===== config.mk =====
export PLATFORM = sky130hd
export DESIGN_NAME = id_ex_reg
export DESIGN_NICKNAME = d
export VERILOG_FILES = /design/src/rtl/mips_pkg.sv /design/src/rtl/flopenrc.sv /design/src/rtl/id_ex_reg.sv
export SDC_FILE = /design/constraint.sdc
export NUM_CORES = 1
export LEC_CHECK = 0
export BUFFER_PORTS_ARGS = -buffer_cell sky130_fd_sc_hd__buf_2
export CAP_MARGIN = 0
export CORE_MARGIN = 5
export CORE_UTILIZATION = 30
export CTS_CLUSTER_SIZE = 16
export DETAILED_ROUTE_END_ITERATION = 12
export HOLD_SLACK_MARGIN = 0.12
export PLACE_DENSITY = 0.59
export SKIP_CTS_REPAIR_TIMING = 1
export SLEW_MARGIN = 15
export SYNTH_ARGS = -nofsm -noshare
export SYNTH_HDL_FRONTEND = slang
export SYNTH_HIERARCHICAL = 1
export SYNTH_SLANG_ARGS = --single-unit
export TNS_END_PERCENT = 30

===== constraint.sdc =====
create_clock -name clk -period 5 [get_ports clk]
set_input_delay 0.25 -clock clk [delete_from_list [all_inputs] [get_ports clk]]
set_output_delay 0.25 -clock clk [all_outputs]
set_load 0.01 [all_outputs]

===== src/rtl/mips_pkg.sv =====
`default_nettype none
// ============================================================================
// Module      : mips_pkg
// Description : Shared widths, ALU control encodings and the control-bundle
//               field order used by the ID/EX and EX/MEM pipeline registers.
// Revision    : 1.0 - initial release
// ============================================================================
package mips_pkg;

    localparam int c_WIDTH = 32;
    localparam int c_REGW  = 5;
    localparam int c_ALUCW = 3;

    localparam logic [c_ALUCW-1:0] c_ALU_ADD = 3'b010;
    localparam logic [c_ALUCW-1:0] c_ALU_SUB = 3'b110;
    localparam logic [c_ALUCW-1:0] c_ALU_AND = 3'b000;
    localparam logic [c_ALUCW-1:0] c_ALU_OR  = 3'b001;
    localparam logic [c_ALUCW-1:0] c_ALU_SLT = 3'b111;

    // Control bundle, MSB first: regwrite, memtoreg, memwrite, alusrc,
    // regdst, alucontrol. Pipeline registers pack/unpack in this order.
    localparam int c_CTRL_FLAGS = 5;

    typedef struct packed {
        logic               regwrite;
        logic               memtoreg;
        logic               memwrite;
        logic               alusrc;
        logic               regdst;
        logic [c_ALUCW-1:0] alucontrol;
    } ctrl_t;

endpackage : mips_pkg
`default_nettype wire


===== src/rtl/flopenrc.sv =====
`default_nettype none
// ============================================================================
// Module      : flopenrc
// Description : Parameterised flop with async reset, enable and sync clear.
// Revision    : 1.0 - initial release
// ============================================================================
module flopenrc #(
    parameter int WIDTH = 8
) (
    input  logic             clk,
    input  logic             rst,
    input  logic             i_en,
    input  logic             i_clr,
    input  logic [WIDTH-1:0] i_d,
    output logic [WIDTH-1:0] o_q
);

    logic [WIDTH-1:0] r_q;

    // Clear only takes effect on an enabled edge; callers fold clr into en.
    always_ff @(posedge clk or posedge rst) begin
        if (rst) begin
            r_q <= '0;
        end else if (i_en) begin
            if (i_clr) begin
                r_q <= '0;
            end else begin
                r_q <= i_d;
            end
        end
    end

    assign o_q = r_q;

endmodule : flopenrc
`default_nettype wire


===== src/rtl/id_ex_reg.sv =====
`default_nettype none
// ============================================================================
// Module      : id_ex_reg
// Description : ID/EX pipeline register with stall, flush and valid tracking.
// Revision    : 1.0 - initial release
// ============================================================================
module id_ex_reg
    import mips_pkg::*;
#(
    parameter int WIDTH = c_WIDTH,
    parameter int REGW  = c_REGW,
    parameter int ALUCW = c_ALUCW
) (
    input  logic             clk,
    input  logic             reset,
    input  logic             stall_e,
    input  logic             flush_e,
    input  logic             valid_d,
    input  logic [WIDTH-1:0] pc_plus4_d,
    input  logic [WIDTH-1:0] rd1_d,
    input  logic [WIDTH-1:0] rd2_d,
    input  logic [WIDTH-1:0] signimm_d,
    input  logic [REGW-1:0]  rs_d,
    input  logic [REGW-1:0]  rt_d,
    input  logic [REGW-1:0]  rd_d,
    input  logic             regwrite_d,
    input  logic             memtoreg_d,
    input  logic             memwrite_d,
    input  logic             alusrc_d,
    input  logic             regdst_d,
    input  logic [ALUCW-1:0] alucontrol_d,
    output logic             valid_e,
    output logic [WIDTH-1:0] pc_plus4_e,
    output logic [WIDTH-1:0] rd1_e,
    output logic [WIDTH-1:0] rd2_e,
    output logic [WIDTH-1:0] signimm_e,
    output logic [REGW-1:0]  rs_e,
    output logic [REGW-1:0]  rt_e,
    output logic [REGW-1:0]  rd_e,
    output logic             regwrite_e,
    output logic             memtoreg_e,
    output logic             memwrite_e,
    output logic             alusrc_e,
    output logic             regdst_e,
    output logic [ALUCW-1:0] alucontrol_e
);

    localparam int c_DATAW = 4 * WIDTH + 3 * REGW;
    localparam int c_CTRLW = c_CTRL_FLAGS + ALUCW;

    logic             w_en;
    logic             w_clr;
    logic [c_DATAW-1:0] w_data_d;
    logic [c_DATAW-1:0] w_data_q;
    logic [c_CTRLW-1:0] w_ctrl_raw;
    logic [c_CTRLW-1:0] w_ctrl_d;
    logic [c_CTRLW-1:0] w_ctrl_q;

    // Flush must beat stall, so it forces the enable as well as the clear.
    assign w_en  = ~stall_e | flush_e;
    assign w_clr = flush_e;

    assign w_data_d   = {pc_plus4_d, rd1_d, rd2_d, signimm_d, rs_d, rt_d, rd_d};
    assign w_ctrl_raw = {regwrite_d, memtoreg_d, memwrite_d, alusrc_d, regdst_d,
                         alucontrol_d};
    // An invalid slot carries no side effects downstream.
    assign w_ctrl_d   = valid_d ? w_ctrl_raw : '0;

    flopenrc #(.WIDTH(1)) u_valid (
        .clk   (clk),
        .rst   (reset),
        .i_en  (w_en),
        .i_clr (w_clr),
        .i_d   (valid_d),
        .o_q   (valid_e)
    );

    flopenrc #(.WIDTH(c_DATAW)) u_data (
        .clk   (clk),
        .rst   (reset),
        .i_en  (w_en),
        .i_clr (w_clr),
        .i_d   (w_data_d),
        .o_q   (w_data_q)
    );

    flopenrc #(.WIDTH(c_CTRLW)) u_ctrl (
        .clk   (clk),
        .rst   (reset),
        .i_en  (w_en),
        .i_clr (w_clr),
        .i_d   (w_ctrl_d),
        .o_q   (w_ctrl_q)
    );

    assign {pc_plus4_e, rd1_e, rd2_e, signimm_e, rs_e, rt_e, rd_e} = w_data_q;
    assign {regwrite_e, memtoreg_e, memwrite_e, alusrc_e, regdst_e,
            alucontrol_e} = w_ctrl_q;

endmodule : id_ex_reg
`default_nettype wire


==> Flow_metrics.wiki <==
{| class="wikitable"
! Metric !! Value
|-
| Synthesis warning total || 6
|-
| Area of the die || 21,010 um^2
|-
| Core Region || 17,960 um^2
|-
| Part of the power in the clock network || 43.7%
|-
| Number of nets in the final layout || 954
|-
| Met2 demand-to-capacity share in global routing || 23.87%
|-
| Drc violations || 0
|-
| Master cell of the clock root buffer || sky130_fd_sc_hd__clkbuf_16
|-
| # clock sinks || 152
|-
| Internal cell power || 0.002468 W
|-
| Peak ir drop on the vdd network || 0.2038 mV
|-
| Number of max-slew violations in the final report || 0
|-
| Die span in x || 144.9 um
|-
| Status || finished, final reports clean
|-
| Post-Route Skew || 0 ns
|-
| Peak clock frequency supported by timing || 0.4934 GHz
|-
| Finished layout cell area || 9210 um^2
|-
| Sequential fraction of design power || 42.1%
|-
| Leak || 4.947 nW
|-
| Areal power density over the cells || 352.7 nW/um^2
|-
| Post-synth cell types || 13
|-
| Final hold violations || 0
|-
| Largest driver fanout on the critical path || 73
|-
| Register area share after synthesis || 69.63%
|-
| Final setup vio count || 0
|-
| Routed len/inst || 16.95 um
|-
| Initial DRT Pass Iterations || 4
|-
| Remaining Overflow, GRT || 0
|-
| Number of antenna violations at the first check in global routing || 0
|-
| Num rows || 49
|-
| Global-route wire length before repair || 25,400 um
|-
| Area of placed instances || 7111 um^2
|-
| Drt via density || 4.680
|-
| Max Buffers Root-to-Sink || 2
|-
| Net count after synthesis || 512
|-
| Startpoint class of the critical path || input pin
|-
| Nature of the critical path endpoint || register
|-
| Net switching power of the design || 0.0007809 W
|-
| # diodes || 0
|-
| Layout overhead on the synthesized area || 68.60%
|-
| Effective utilization at floorplan || 30.41%
|-
| Relative max-transition margin || 48.30%
|-
| Num CTS Buffers || 17
|-
| Most congested layer reported by global routing || met2
|-
| Global router's overall resource usage || 14.78%
|-
| RD Place Congestion || 0.7751
|-
| Global routing met1 resource utilization || 18.55%
|-
| Overall via count from detail_route || 4,867
|-
| Final-layout setup total negative slack || 0 ns
|-
| Number of primary I/O pins || 308
|-
| Clock transition at the register clock pins on the worst setup and hold paths after CTS || 0.06 ns
|-
| Syn_area_per_cell || 15.34 um^2
|-
| Routed WL || 17,630 um
|-
| Via count of the first global-routing pass || 4,629
|-
| RSZ-0062 raised after global routing || false
|-
| I/O Buffers || 307
|-
| Crit path time final || 2.027 ns
|-
| Antenna viol nets, final || 0
|-
| Insertion delay of the later-clocked pin in the worst-skew pair || 0.41 ns
|-
| Level count of the clock H-tree || 4
|-
| Layout cell share with drive strength beyond 1 || 42.66%
|-
| Global routing met3 resource utilization || 5.675%
|-
| Post-route clock period utilization || 40.53%
|-
| Type of the worst min-delay path || in -> reg
|-
| Y dimension of the die || 144.9 um
|-
| Count of max-cap constraint violations || 0
|-
| Detailed placer's ending HPWL || 11,500 um
|-
| Largest net degree at the start of global routing || 86
|-
| Crit Path Category || in -> reg
|-
| First DRT Iteration DRCs || 180
|-
| Synth Instances || 356
|-
| Data arrival time of the worst path || 2.37 ns
|-
| Register bit count reported by yosys || 152
|-
| Post-synthesis instance area || 5463 um^2
|-
| Fraction of power spent switching nets || 24.04%
|-
| Worst-Margin Slew || 0.7755 ns
|-
| Critical path data required time || 5.34 ns
|-
| Power share of the combinational group || 14.2%
|-
| CTS tree || done
|}
[synth_stat cells]
cell / instances / area share [%]
sky130_fd_sc_hd__a22o_1: 149 / 24
sky130_fd_sc_hd__o22ai_1: 1 / 0.11
sky130_fd_sc_hd__nor2b_4: 1 / 0.25
sky130_fd_sc_hd__clkbuf_1: 7 / 0.48
sky130_fd_sc_hd__dfrtp_1: 152 / 70
sky130_fd_sc_hd__buf_6: 11 / 2.3
sky130_fd_sc_hd__nand2_1: 3 / 0.21
sky130_fd_sc_hd__buf_2: 14 / 1.3
sky130_fd_sc_hd__and2_1: 8 / 0.92
sky130_fd_sc_hd__o2bb2ai_1: 2 / 0.32
sky130_fd_sc_hd__nand2b_1: 1 / 0.11
sky130_fd_sc_hd__inv_1: 6 / 0.41
sky130_fd_sc_hd__nor2b_1: 1 / 0.11
[power by group through the flow]
stage,clock network (W),logic [W],registers (W)
2_1_floorplan,0,0.000146,0.00143
3_3_place_gp,0,0.000365,0.00139
3_5_place_dp,0,0.000373,0.00139
4_1_cts,0.00146,0.000373,0.00137
5_1_grt,0.00150,0.000501,0.00138
6_report,0.00142,0.000461,0.00137
[cell type report]
class                           count  area (um^2)
Tap cell                          229        286.5
Clock inverter                     13        215.2
Sequential cell                   152         3804
Fill cell                        1534         8753
Clock buffer                       19        442.9
Multi-Input combinational cell    166         1424
Inverter                            6        30.03
Timing Repair Buffer              455         3008
[cell families after synthesis]
group	Yosys count	share of synthesized area (%)
and+or+nand+nor	14	1.603
AOI/OAI and AO/OA	152	24.32
DFF	152	69.63
buffers and inverters	38	4.444
[critical path: stages]
cell	delay, ns
sky130_fd_sc_hd__buf_2	0.15
sky130_fd_sc_hd__nand2b_1	0.30
sky130_fd_sc_hd__inv_4	0.59
sky130_fd_sc_hd__buf_4	0.71
sky130_fd_sc_hd__a22o_1	0.28
[sequential cells by signal (all words and copies together), names as in the netlist]
signal,flops
u_ctrl/o_q,8
u_data/o_q,143
u_valid/o_q,1
[final timing paths]
check,slack [ns],end,depth (start not counted),start
worst max-delay path,2.97,u_data/o_q[33],5,flush_e
worst min-delay path,0.14,u_ctrl/o_q[6],2,flush_e
worst max register to register,4.23,u_data/o_q[92],1,u_data/o_q[92]
worst min register to register,0.50,u_data/o_q[142],1,u_data/o_q[142]
max in group asynchronous,3.18,u_data/o_q[93],4,reset
min in group asynchronous,0.27,u_valid/o_q,3,reset
[through the flow]
stage	std cells	power [W]	utilization, %	setup WS (ns)	hold slack, ns
3_3_place_gp	864	0.001751	39.58	2.731	0.1413
2_1_floorplan	356	0.001573	-	0.9121	-0.02129
4_1_cts	896	0.003198	43.25	3.056	-0.3052
3_5_place_dp	864	0.001760	39.58	2.604	0.1453
6_report	1040	0.003249	51.27	2.973	0.1446
5_1_grt	1040	0.003380	51.27	2.843	0.1248
[cell usage in the layout (no fill, tap or decap), drive strengths merged]
cell           n
a22o         149
and2           8
buf          311
bufinv         5
clkbuf        19
clkinv         1
clkinvlp       3
dfrtp        152
dlygate4sd3  144
inv           10
nand2          3
nand2b         1
nor2b          2
o22ai          1
o2bb2ai        2
[metal layers]
metal  up-vias  routed length, um
li1       2244                  -
met1      2386               7180
met2       211               9012
met3        26               1147
met4         0                292
met5         -                  0
Power figures use the tool's default switching activity.
